### src/rtl/impulse_scan_sequencer_if.sv
// Control, status and mux-side signals of the impulse scan sequencer.
// The sequencer drives the mux select, so it takes the master modport.
interface impulse_scan_sequencer_if;
  logic       ena;
  logic       start;
  logic       continuous;
  logic       abort;
  logic       mux_in;
  logic [3:0] select;
  logic       busy;
  logic [8:0] frame;
  logic       frame_valid;

  modport master (
    input  ena, start, continuous, abort, mux_in,
    output select, busy, frame, frame_valid
  );

  modport slave (
    output ena, start, continuous, abort, mux_in,
    input  select, busy, frame, frame_valid
  );
endinterface

### src/rtl/impulse_scan_sequencer.sv
// Steps the 9:1 mux select through channels 1..9, samples each channel after
// DWELL cycles and publishes the assembled 9-bit frame with a one-cycle strobe.
module impulse_scan_sequencer #(
  parameter int unsigned DWELL = 2
) (
  input  logic                        clk,
  input  logic                        rst_n,
  impulse_scan_sequencer_if.master    bus
);

  typedef enum logic [1:0] {
    IDLE = 2'd0,
    SCAN = 2'd1,
    GAP  = 2'd2
  } state_t;

  localparam logic [3:0] RELOAD   = 4'(DWELL - 1);
  localparam logic [3:0] LAST_SEL = 4'd9;

  state_t     state_q, state_d;
  logic [3:0] select_q, select_d;
  logic [3:0] dwell_q, dwell_d;
  logic [8:0] shreg_q, shreg_d;
  logic [8:0] frame_q, frame_d;
  logic       frame_valid_q, frame_valid_d;
  logic [3:0] bit_idx;

  assign bit_idx = select_q - 4'd1;

  always_ff @(posedge clk) begin
    if (!rst_n) begin
      state_q       <= IDLE;
      select_q      <= '0;
      dwell_q       <= '0;
      shreg_q       <= '0;
      frame_q       <= '0;
      frame_valid_q <= 1'b0;
    end else begin
      state_q       <= state_d;
      select_q      <= select_d;
      dwell_q       <= dwell_d;
      shreg_q       <= shreg_d;
      frame_q       <= frame_d;
      frame_valid_q <= frame_valid_d;
    end
  end

  always_comb begin
    state_d       = state_q;
    select_d      = select_q;
    dwell_d       = dwell_q;
    shreg_d       = shreg_q;
    frame_d       = frame_q;
    // Strobe clears even while frozen so it is never stretched.
    frame_valid_d = 1'b0;

    if (bus.ena) begin
      if (bus.abort) begin
        state_d  = IDLE;
        select_d = '0;
        dwell_d  = '0;
      end else begin
        unique case (state_q)
          IDLE: begin
            select_d = '0;
            if (bus.start) begin
              state_d  = SCAN;
              select_d = 4'd1;
              dwell_d  = RELOAD;
            end
          end
          SCAN: begin
            if (dwell_q != '0) begin
              dwell_d = dwell_q - 4'd1;
            end else begin
              shreg_d[bit_idx] = bus.mux_in;
              if (select_q < LAST_SEL) begin
                select_d = select_q + 4'd1;
                dwell_d  = RELOAD;
              end else begin
                // Frame takes the final sample directly, not the stale register.
                frame_d       = shreg_d;
                frame_valid_d = 1'b1;
                select_d      = '0;
                state_d       = GAP;
              end
            end
          end
          GAP: begin
            if (bus.continuous) begin
              state_d  = SCAN;
              select_d = 4'd1;
              dwell_d  = RELOAD;
            end else begin
              state_d  = IDLE;
              select_d = '0;
            end
          end
          default: begin
            state_d  = IDLE;
            select_d = '0;
            dwell_d  = '0;
          end
        endcase
      end
    end
  end

  assign bus.select      = select_q;
  assign bus.busy        = (state_q != IDLE);
  assign bus.frame       = frame_q;
  assign bus.frame_valid = frame_valid_q;

endmodule

### src/flat_wrapper.sv
// flat-port wrapper written by rule: the top's interface ports become plain ports
module impulse_scan_sequencer_flat 
#(
  parameter int unsigned DWELL = 2
)
  (clk, rst_n, bus_ena, bus_start, bus_continuous, bus_abort, bus_mux_in, bus_select, bus_busy, bus_frame, bus_frame_valid);
  impulse_scan_sequencer_if bus_i ();
  input  logic clk;
  input  logic rst_n;
  input wire logic [$bits(bus_i.ena)-1:0] bus_ena;
  input wire logic [$bits(bus_i.start)-1:0] bus_start;
  input wire logic [$bits(bus_i.continuous)-1:0] bus_continuous;
  input wire logic [$bits(bus_i.abort)-1:0] bus_abort;
  input wire logic [$bits(bus_i.mux_in)-1:0] bus_mux_in;
  output wire logic [$bits(bus_i.select)-1:0] bus_select;
  output wire logic [$bits(bus_i.busy)-1:0] bus_busy;
  output wire logic [$bits(bus_i.frame)-1:0] bus_frame;
  output wire logic [$bits(bus_i.frame_valid)-1:0] bus_frame_valid;
  assign bus_i.ena = bus_ena;
  assign bus_i.start = bus_start;
  assign bus_i.continuous = bus_continuous;
  assign bus_i.abort = bus_abort;
  assign bus_i.mux_in = bus_mux_in;
  assign bus_select = bus_i.select;
  assign bus_busy = bus_i.busy;
  assign bus_frame = bus_i.frame;
  assign bus_frame_valid = bus_i.frame_valid;
  impulse_scan_sequencer #(.DWELL(DWELL)) u_core (.clk(clk), .rst_n(rst_n), .bus(bus_i));
endmodule
### config.mk
export PLATFORM = sky130hd
export DESIGN_NAME = impulse_scan_sequencer_flat
export DESIGN_NICKNAME = d
export VERILOG_FILES = /design/src/rtl/impulse_scan_sequencer_if.sv /design/src/rtl/impulse_scan_sequencer.sv /design/src/flat_wrapper.sv
export SDC_FILE = /design/constraint.sdc
export NUM_CORES = 1
export LEC_CHECK = 0
export ABC_CLOCK_PERIOD_IN_PS = 2000
export BUFFER_PORTS_ARGS = -buffer_cell sky130_fd_sc_hd__buf_2
export CAP_MARGIN = 20
export CORE_MARGIN = 1.5
export CORE_UTILIZATION = 44
export DETAILED_ROUTE_END_ITERATION = 8
export HOLD_SLACK_MARGIN = 0.12
export PLACE_DENSITY_LB_ADDON = 0.05
export SLEW_MARGIN = 20
export SYNTH_ARGS = -nofsm -noshare
export SYNTH_HDL_FRONTEND = slang
export SYNTH_SLANG_ARGS = --single-unit
### constraint.sdc
create_clock -name clk -period 2 [get_ports clk]
set_clock_uncertainty 0.05 [all_clocks]
set_input_delay 0.1 -clock clk [delete_from_list [all_inputs] [get_ports clk]]
set_output_delay 0.1 -clock clk [all_outputs]
set_load 0.005 [all_outputs]
==> run summary, run 1 <==
The total power density per cell area works out to 626 mW/mm². Routability-driven placement finished with a final weighted congestion of 0.897. Along the worst path, the maximum fanout reaches 7. At the end of the flow, the number of nets in the layout was 230. At the worst endpoint, the required time is 2.22 ns. The count of cells in the finished layout, fillers not included, comes to 263. Cell row count: 21.

The longest clock path from root to sink contains 2 buffers. Among all flip-flop cells after synthesis, the most frequent one is sky130_fd_sc_hd__dfxtp_1. The worst setup path startpoint was u_core.bus.select[0]$_SDFFE_PN0P_. The worst path in the final design needs a cycle of 1.85 ns, including I/O delays and setup.

The run gives 0.327 ns as the worst hold slack. The worst register-to-register path ends at u_core.bus.frame[0]$_SDFFE_PN0P_. For the post-layout total power, the log shows 1.18 mW. The path with the worst hold slack has its endpoint at u_core.dwell_q[3]$_SDFFE_PN0P_. The tools report the master cell of the clock root buffer as sky130_fd_sc_hd__clkbuf_4.

In this design, the largest share of critical-path delay is due to compound AO/OA/AOI/OAI gates. The transition time at the pin with the least slew margin came out at 0.489 ns. The number of antenna diodes in the final layout is 0. Adding up every negative setup slack in the final design gives 0 ns. Cells fill 55.7% of the core in the end. The synthesized area per cell was 8.61 µm².

The tree built by TritonCTS fans out to 29 sinks. The buffers inserted during post-CTS setup optimization is 0, and the die boundary height is 62.9 µm. The later pin in the worst-skew pair is clocked with a latency of 0.34 ns.

After legalization and detailed placement, the total HPWL measured 2.75 mm. Across all layers, the routed design uses 1,485 vias. By area the synthesized netlist is led by sky130_fd_sc_hd__dfxtp_1 37%, sky130_fd_sc_hd__mux2i_1 7.0%, sky130_fd_sc_hd__ha_1 5.6%. For flop-to-flop paths, the worst setup slack is 0.15 ns. For the leakage power, the log shows 0.768 nW.

The H-tree was split into 2 levels. Cells with a size suffix above 1 make up 22.6% of the layout. The final critical path takes up 92.5% of the cycle. The final routed wire length divided by cell count is 14.4 µm. Among all stages on the critical path, the largest delay is contributed by sky130_fd_sc_hd__a31oi_1.

After detailed routing, the number of remaining DRC violations is 0. Traced cell by cell, the critical path runs through inv_1, ha_1, and3b_1, a31oi_1, o21ai_0, a31oi_1. The initial antenna violation count is 0. The worst pin sits at a relative slew slack of 67.2%.

The flow ran to the end, and the final reports show no timing, DRC or antenna violations. 22 I/O pins were placed. The number of cells traversed by the worst hold path was 6. The logs give 16 for the largest net degree at the start of global routing and 197 for the net count after synthesis.

The number of buffer and inverter stages on the critical path works out to 1. For the worst setup path, the data arrival time is 2.07 ns. The first global-routing pass estimated 6.39 mm of wire. The worst setup margin is 0.151 ns. The initial utilization of the core area, before any placement, comes to 46.5%.

Setup repair after global routing left no endpoint under its margin. The cell area that synthesis handed to floorplanning was 0.00158 mm². After detailed placement, the design holds a cell count of 251.

After synthesis, the share of flip-flops with an asynchronous set or reset is 0%. After synthesis, the netlist uses 45 different library cells. The standard cell core area came out at 0.00339 mm². The number of synthesized flops with an enable pin came out at 0.

Area of the die: 0.00395 mm². In the synthesized netlist, the number of instances is 183. The clock slew at the register clock pins of the worst setup and hold paths works out to 0.11 ns. The run gives 0 as the count of endpoints failing hold in the final timing report. Category of the worst setup path launch point: a flop.

The peak supply drop was 0.479 mV. The min-delay analysis places its worst path in the category in -> reg. Number of buffers created by CTS: 5. The area fraction of the dominant cell type after synthesis was 36.8%. The tools report the setup slack after placement as 0.127 ns.

The count of max-cap constraint violations is 0. Global routing used 20.6% of the available tracks across all layers. After synthesis, flip-flops and latches occupy 36.8% of the total area. The worst setup path is captured at a flop. The via count of the first global-routing pass was 1,362; the number of port buffers was 21. The biggest area contributor in the post-synthesis netlist is sky130_fd_sc_hd__dfxtp_1. The run gives 0.00189 mm² as the summed area of non-filler cells in the final layout. The startpoint identified for the worst hold timing path is bus_continuous. For this run, the detailed router's first-pass iteration total came to 4. Number of warnings issued by yosys: 0. The startpoint identified for the worst register-to-register timing path is u_core.bus.select[0]$_SDFFE_PN0P_. Measured in cells, the most critical reg-to-reg path has a length of 6. After detailed placement, the total cell area comes to 0.00176 mm².

The number of routed nets with antenna violations was 0. TritonCTS built the clock tree. The area growth from synthesis to layout is 19.8%. The width of the die is 62.9 µm, and the total wire length after detailed routing is 3.79 mm. The total overflow left after global routing is 0. For this block, the initial DRC count from the detailed router was 68. The largest single stage delay on the critical path is 0.41 ns. Setup violations remaining at the end of the flow were counted as 0.

The count of state elements after synthesis came out at 29. By instance count, the cell type seen most on the critical path is sky130_fd_sc_hd__a31oi_1. The tools report the total count of max-transition violations in the final report as 0. Dividing the detail-routed via count by the number of cells gives 5.65. Timing would allow up to 541 MHz. By startpoint and endpoint, the worst setup path is classified as reg -> reg. The final-layout fill cell count came out at 323.
## placed cells by master (no fill, tap or decap), drive strengths merged, types with 2 or more instances in the layout
cell type | synthesis | routed
nand4 | 4 | 4
nand2 | 9 | 9
o31ai | 3 | 3
o21a | 2 | 2
or3b | 2 | 2
clkbuf | 5 | 5
mux2i | 11 | 11
nand3b | 2 | 2
o21ai | 17 | 17
dfxtp | 29 | 29
buf | 5 | 32
inv | 10 | 10
nand3 | 11 | 11
nor2 | 15 | 15
dlygate4sd3 | 0 | 4
ha | 7 | 7
a211oi | 2 | 2
a31oi | 8 | 8
nor3 | 5 | 5
a21oi | 9 | 9
o211ai | 3 | 3
nor3b | 3 | 3
## area by class of cell
| cell class | instances | area [µm²] | share of cell area (%) |
|---|---|---|---|
| clock inverters | 3 | 46.3 | 2.45 |
| flip-flops and latches | 29 | 581 | 30.7 |
| repair buffers | 36 | 228 | 12.1 |
| well taps | 46 | 57.6 | 3.05 |
| clock buffers | 5 | 37.5 | 1.99 |
| multi-input cells | 134 | 901 | 47.7 |
| inverters | 10 | 37.5 | 1.99 |
## metal layers
layer	global-route usage, %	part of all wire, %	routed length [µm]
met1	25.2	48	1800
met2	34.3	47	1780
met3	6.13	4.7	177
met4	6.67	0.87	33
met5	0	0	0
## cell usage after synthesis (2+ instances only)
library cell,number
sky130_fd_sc_hd__clkbuf_1,5
sky130_fd_sc_hd__o21ai_0,17
sky130_fd_sc_hd__buf_2,2
sky130_fd_sc_hd__a31oi_1,8
sky130_fd_sc_hd__buf_6,2
sky130_fd_sc_hd__a21oi_1,9
sky130_fd_sc_hd__nand2_1,9
sky130_fd_sc_hd__dfxtp_1,29
sky130_fd_sc_hd__nor3_1,5
sky130_fd_sc_hd__nand3b_1,2
sky130_fd_sc_hd__o31ai_1,3
sky130_fd_sc_hd__nand3_1,11
sky130_fd_sc_hd__a211oi_1,2
sky130_fd_sc_hd__ha_1,7
sky130_fd_sc_hd__o211ai_1,3
sky130_fd_sc_hd__mux2i_1,11
sky130_fd_sc_hd__o21a_1,2
sky130_fd_sc_hd__nor2_1,15
sky130_fd_sc_hd__inv_1,10
sky130_fd_sc_hd__nand4_1,4
sky130_fd_sc_hd__nor3b_1,3
## power breakdown
part	switching, mW	internal [mW]	leakage, nW
registers	0.00319	0.580	0.234
logic	0.0581	0.0373	0.493
clock network	0.238	0.265	0.0414
total	0.300	0.882	0.768
## registers in the layout, indices dropped and copies added, names as in the netlist
signal	count
u_core.bus.frame	9
u_core.bus.frame_valid	1
u_core.bus.select	4
u_core.dwell_q	4
u_core.shreg_q	9
u_core.state_q	2
## worst max-delay path by stage
stage / end / slack (ns) / cells past startpoint
CTS: u_core.bus.frame[8]$_SDFFE_PN0P_ / 0.10 / 8
detailed placement: u_core.bus.frame[8]$_SDFFE_PN0P_ / 0.13 / 8
global route: u_core.bus.frame[0]$_SDFFE_PN0P_ / 0.01 / 8
global placement: u_core.bus.frame[8]$_SDFFE_PN0P_ / 0.22 / 8
floorplan: u_core.bus.frame[8]$_SDFFE_PN0P_ / 0.07 / 7
finish: u_core.bus.frame[0]$_SDFFE_PN0P_ / 0.15 / 6
## worst min-delay path, cell delays in order
cell and delay, ns:
sky130_fd_sc_hd__buf_2 0.07, sky130_fd_sc_hd__mux2_2 0.14, sky130_fd_sc_hd__o31ai_1 0.06, sky130_fd_sc_hd__buf_4 0.14
sky130_fd_sc_hd__nor2_1 0.10, sky130_fd_sc_hd__nor3_1 0.05
## logic make-up (layout without fill, tap and decap cells)
| kind of cell | after synthesis | count (layout) | share of synthesized area [%] |
|---|---|---|---|
| xor gates and xnor gates | 1 | 1 | 0.556 |
| and+or+nand+nor | 63 | 63 | 22.8 |
| DFF | 29 | 29 | 36.8 |
| AOI/OAI and AO/OA | 51 | 51 | 20.5 |
| adders and majority gates | 7 | 7 | 5.56 |
| muxes | 12 | 12 | 7.70 |
| buffers and inverters | 20 | 54 | 6.11 |
## timing repair
| action | in CTS | in global routing |
|---|---|---|
| endpoints found under the hold margin | 16 | 0 |
| gates resized for setup | 0 | 1 |
| setup endpoints to repair | 0 | 3 |
| hold buffers | 4 | 0 |
Note: power is estimated with default switching activity, not from simulation.
==> inputs of run 2 (changes only) <==
==> constraint.sdc (replaced) <==
create_clock -name clk -period 2 [get_ports clk]
set_clock_uncertainty 0.05 [all_clocks]
set_input_delay 0.5 -clock clk [delete_from_list [all_inputs] [get_ports clk]]
set_output_delay 0.5 -clock clk [all_outputs]
set_load 0.005 [all_outputs]
==> run summary, run 2 (synthesis results as in run 1) <==
On the critical path the largest part of the delay comes from simple AND/OR/NAND/NOR gates. The tree is rooted in a sky130_fd_sc_hd__clkbuf_4. Clock latency on the worst-skew pair, taken at its later pin, is 0.32 ns. Traced cell by cell, the critical path runs through inv_1, ha_1, nand2b_1, and4_2, buf_4, o21ai_0, nor3b_1. STA classifies the critical path startpoint as a flop.

The worst setup path is of the reg -> reg kind. Leaving out fill and tap cells, the most frequent cell in the layout is sky130_fd_sc_hd__dfxtp_1. The highest fanout seen on the critical path works out to 8. The run gives 0.0993 ns as the setup slack after placement. The initial antenna violation count was 0; the via count of the first global-routing pass was 1,409. At the pin with the least slew margin, the transition time is 0.430 ns.

In this run the horizontal extent of the chip is 62.9 µm. Global routing finished with a remaining overflow of 0. The routed layout has 1,450 vias.

The utilization after layout is 54.7%, and the antenna cell count is 0. The clock slew at the register clock pins of the worst setup and hold paths works out to 0.09 ns. The run gives 328 as the final-layout fill cell count. The worst hold path begins at bus_abort.

For this run, design rule violations remaining after detail routing come to 0. The iteration count of the initial detailed-routing pass came out at 4. Summed over all cells, the static leakage comes to 0.759 nW.

The library cells used most frequently in the layout, excluding fill and tap cells, are 29 x sky130_fd_sc_hd__dfxtp_1, 21 x sky130_fd_sc_hd__buf_2, 17 x sky130_fd_sc_hd__o21ai_0. The die boundary height was 62.9 µm. The run gives 15 as the largest net degree at the start of global routing. First-pass GRT wire length: 6.37 mm.

The logs give 0 for the count of endpoints failing hold in the final timing report and 0.17 ns for the register-to-register setup slack. Final period demand of the worst path: 1.83 ns. The logs give 3.67 mm for the total wire length after detailed routing and 0.00339 mm² for the standard cell core area.

The fraction of layout instances using a drive strength above 1 is 23.0%, and the critical path data required time is 2.20 ns. Setup repair after global routing left no endpoint under its margin. The H-tree was split into 2 levels.

The number of setup violations in the final report is 0. The endpoint of the worst register-to-register path is u_core.bus.frame[8]$_SDFFE_PN0P_. The placed instances occupy a cell area of 0.00176 mm².

The logs give 0 for the total count of max-transition violations in the final report and 5 for the number of buffers created by CTS. For the number of routed nets with antenna violations, the log shows 0. The critical path contains buffers and inverters numbering 2 combined. The die covers 0.00395 mm².

The logs give 0 ns for the setup TNS and 0 for the count of max-cap constraint violations. The depth of the worst register-to-register path is 7. The weighted congestion at the end of routability-driven global placement was 0.845. After detailed routing, the number of vias per cell comes to 5.60. In this run, post-CTS hold repair placed 0 buffers. Worst setup margin: 0.172 ns.

Once placement completed, the tool counted placed cells totaling 251. TritonCTS built the clock tree. In the finished design, the share of the clock period the worst path needs comes to 91.4%. Compared with the post-synthesis result, the final layout area differs by 17.6%. Once layout is done, the placed cells without fillers occupy 0.00185 mm². For this design the ratio of total power to cell area is 632 mW/mm². The reg-to-reg startpoint was u_core.bus.select[0]$_SDFFE_PN0P_. The initial core utilization came out at 46.5%. Based on the critical path, the design can be clocked at up to 547 MHz. The cell row count came out at 21.

Buffer levels on the longest clock path: 2. STA classifies the critical path endpoint as a flop. The net count reported at finish is 226, and the number of cells in the finished layout apart from fillers is 259. The run gives 2.67 mm as the final HPWL from detailed placement. The arrival time at the worst endpoint was 2.03 ns; the number of port buffers was 21. During I/O placement, the number of pins put on the boundary was 22. In this run the tightest slew margin relative to its limit is 71.2%.

The type of the tightest min-delay check is in -> reg. The slowest stage of the critical path is the sky130_fd_sc_hd__and4_2 cell. The combined global-route utilization of all metal layers was 20.3%; the number of cells traversed by the worst hold path was 2. The detailed router's first-iteration violation count is 108, and the clock sink count is 29. The flow ran to the end, and the final reports show no timing, DRC or antenna violations. On the worst path, the slowest cell contributes a delay of 0.34 ns. IR analysis of the VDD net gives a maximum drop of 0.350 mV.

Final routed wire length divided by cell count: 14.2 µm. The worst hold path terminates at u_core.bus.select[0]$_SDFFE_PN0P_.
## run 2: changes by cell type in the layout (fill, tap and decap cells not counted), sizes merged
cell and change:
dlygate4sd3 -4, clkinv -1, clkinvlp -1, clkbuf +2
## run 2: routing by layer
layer | track usage [%] | wire length (µm) | vias to the layer above
met5 | 0 | 0 | -
li1 | - | - | 728
met3 | 5.41 | 204 | 6
met1 | 25.9 | 1710 | 673
met4 | 7.50 | 62 | 0
met2 | 32.7 | 1690 | 43
## run 2: area by class of cell
class | count | area (µm²) | area share, %
well taps | 46 | 57.6 | 3.10
clock inverters | 1 | 30.0 | 1.62
flip-flops and latches | 29 | 581 | 31.3
repair buffers | 32 | 188 | 10.1
inverters | 10 | 37.5 | 2.02
clock buffers | 7 | 55.1 | 2.97
multi-input cells | 134 | 906 | 48.9
## run 2: worst max-delay path by stage
stage	to	cells past startpoint	startpoint	slack (ns)
6_report	u_core.bus.frame[8]$_SDFFE_PN0P_	7	u_core.bus.select[0]$_SDFFE_PN0P_	0.17
5_1_grt	u_core.bus.frame[8]$_SDFFE_PN0P_	8	u_core.dwell_q[0]$_SDFFE_PN0P_	0.005
4_1_cts	u_core.bus.frame[8]$_SDFFE_PN0P_	8	u_core.dwell_q[0]$_SDFFE_PN0P_	0.07
3_5_place_dp	u_core.bus.frame[8]$_SDFFE_PN0P_	6	bus_abort	0.1
3_3_place_gp	u_core.bus.frame[2]$_SDFFE_PN0P_	6	bus_abort	0.15
2_1_floorplan	u_core.bus.frame[8]$_SDFFE_PN0P_	7	u_core.bus.select[0]$_SDFFE_PN0P_	0.07
## run 2: metrics by stage
stage	hold WS, ns	power [mW]
floorplan	0.385	0.652
global placement	0.398	0.683
detailed placement	0.408	0.683
CTS	0.389	1.18
global route	0.414	1.22
finish	0.394	1.17
## run 2: repair_timing
action                     in CTS  in global routing
resized for setup               0                  2
setup endpoints to repair       0                 11
setup buffers                   0                  0
## run 2: power breakdown
group	switching, mW	internal [mW]	total [mW]	leakage (nW)
Combinational	0.0567	0.0317	0.0884	0.480
Clock	0.203	0.298	0.502	0.0455
Sequential	0.00286	0.580	0.583	0.234
Total	0.263	0.910	1.17	0.759
==> inputs of run 3 (changes only) <==
CORE_UTILIZATION = 45   (was 44)
==> run summary, run 3 (synthesis results as in run 1) <==
The area growth from synthesis to final layout was 15.9%; the width of the die was 62.2 µm. Wires add up to 3.77 mm. In this run the cell area measured after placement is 0.00176 mm². Clock tree synthesis inserted a total of 5 buffers. In this run the number of H-tree levels came out at 2. The logs give 0.00183 mm² for the summed area of non-filler cells in the final layout and 0 for the antenna cell count.

Clock-pin slew was measured on the worst setup and hold paths at 0.09 ns. The maximum clock rate came out at 532 MHz. The buffer levels on the longest clock path was 2. Before antenna repair, the detailed router went through 4 iterations. The run gives 47.2% as the initial core utilization. TritonCTS built the clock tree. Final hold analysis gives a worst-case slack of 0.372 ns. Insertion delay to the later sink of the worst-skew pair: 0.33 ns. The finished layout holds 259 standard cells, fillers aside. The net count reported at finish came out at 226. The tools report the final HPWL from detailed placement as 2.69 mm. The tools report the area of the die as 0.00387 mm².

Leakage power: 0.743 nW. The critical path start-end classification is reg -> reg. Type of the tightest min-delay check: in -> reg.

The transition time at the pin with the least slew margin is 0.416 ns. The largest net degree at the start of global routing was 15; the detailed router's first-iteration violation count was 71. The master cell of the clock root buffer is sky130_fd_sc_hd__clkbuf_4. The final routed wire length divided by cell count is 14.6 µm.

The run gives 251 as the cell count after placement. The final-layout fill cell count came out at 320. STA puts the critical path data required time at 2.16 ns. The top-level port count is 22, and the delay of the slowest cell on the worst path is 0.40 ns. The core region is 0.00334 mm².

The run gives 0 as the initial antenna violation count. The clock drives 29 sinks. The number of routed nets with antenna violations came out at 0. Setup repair after global routing could not meet its margin everywhere. At the end of the flow the core is filled with cells to 54.7%. The post-route netlist has 23.9% of its cells at a drive strength greater than 1. The number of buffer and inverter stages on the critical path is 1. The run gives 0 as the global route total overflow. The kind of cell adding the most delay to the critical path is compound AO/OA/AOI/OAI gates. Number of port buffers: 21.

Setup violations remaining at the end of the flow were counted as 0. Via count of the first global-routing pass: 1,410. For this run, design rule violations remaining after detail routing come to 0. Post-CTS timing repair inserted 0 buffers for setup. The logs give 6.38 mm for the first-pass GRT wire length and 0 for the count of max-cap constraint violations. The final period demand of the worst path came out at 1.88 ns. Data on the critical path arrives at its endpoint at 2.04 ns.

The leading cell type in the layout, fill and taps excluded was sky130_fd_sc_hd__dfxtp_1. The top cell types in the final layout, fill and taps aside, are 29 x sky130_fd_sc_hd__dfxtp_1, 21 x sky130_fd_sc_hd__buf_2, 17 x sky130_fd_sc_hd__o21ai_0. The signal on the critical path passes through inv_1, ha_1, nor2_1, o21ai_0, a2111oi_2, nor3b_1.

The total count of max-transition violations in the final report was 0; the peak supply drop was 0.425 mV. The worst setup path is launched from a flop. Of the available clock period, the critical path in the final layout requires 94.0%. The die is 62.2 µm tall.

Routability-driven placement finished with a final weighted congestion of 0.895. The slowest stage of the critical path belongs to the cell sky130_fd_sc_hd__dfxtp_1. The total power density per cell area is 561 mW/mm², and the mean number of vias per cell is 5.59. Summing over every cut layer, the via total after detailed routing is 1,449.

The capturing element type of the critical path was a flop. Relative slew slack: 71.9%. The run finished with clean final reports.

The count of endpoints failing hold in the final timing report came out at 0. The combined global-route utilization of all metal layers came out at 21.0%. In this run the core area contains 21 standard-cell rows. Along the worst path, the maximum fanout reaches 7.
## run 3: layout make-up
type / instances / area (µm²) / share of cell area (%)
flip-flops and latches: 29 / 581 / 31.8
clock inverters: 3 / 17.5 / 0.959
clock buffers: 5 / 37.5 / 2.05
inverters: 10 / 37.5 / 2.05
repair buffers: 32 / 188 / 10.3
multi-input cells: 134 / 908 / 49.7
well taps: 46 / 57.6 / 3.15
## run 3: routing by layer
layer / part of all wire (%) / track usage (%)
met1: 46 / 25.6
met2: 46 / 34.8
met3: 5.8 / 6.34
met4: 2.4 / 8.33
met5: 0 / 0
## run 3: timing repair
item,CTS,global route
endpoints found under the setup margin,0,5
hold buffers,0,0
gates resized for setup,0,4
## run 3: worst reg2reg max path, cell delays in order (launching register included)
cell                        delay, ns
sky130_fd_sc_hd__dfxtp_1         0.40
sky130_fd_sc_hd__inv_1           0.10
sky130_fd_sc_hd__ha_1            0.29
sky130_fd_sc_hd__nor2_1          0.26
sky130_fd_sc_hd__o21ai_0         0.20
sky130_fd_sc_hd__a2111oi_2       0.38
sky130_fd_sc_hd__nor3b_1         0.10
## run 3: final timing paths
kind	to	slack (ns)	cells after the start	start
worst min register to register	u_core.shreg_q[8]$_SDFFE_PN0P_	0.42	2	u_core.shreg_q[8]$_SDFFE_PN0P_
worst max-delay path	u_core.bus.frame[8]$_SDFFE_PN0P_	0.12	6	u_core.bus.select[0]$_SDFFE_PN0P_
worst min-delay path	u_core.bus.select[0]$_SDFFE_PN0P_	0.37	2	bus_abort
worst max register to register	u_core.bus.frame[8]$_SDFFE_PN0P_	0.12	6	u_core.bus.select[0]$_SDFFE_PN0P_
## run 3: per-stage QoR
stage          TNS [ns]  worst slack (ns)  power [mW]
2_1_floorplan         0            0.0737       0.652
3_3_place_gp          0             0.160       0.683
3_5_place_dp          0            0.0999       0.684
4_1_cts               0             0.106        1.03
5_1_grt         -0.0313           -0.0203        1.08
6_report              0             0.121        1.03
## run 3: power by group
| part | total, mW | internal, mW | switching (mW) |
|---|---|---|---|
| combinational | 0.0905 | 0.0326 | 0.0579 |
| sequential | 0.584 | 0.580 | 0.00350 |
| clock | 0.351 | 0.132 | 0.219 |
| total | 1.03 | 0.745 | 0.281 |
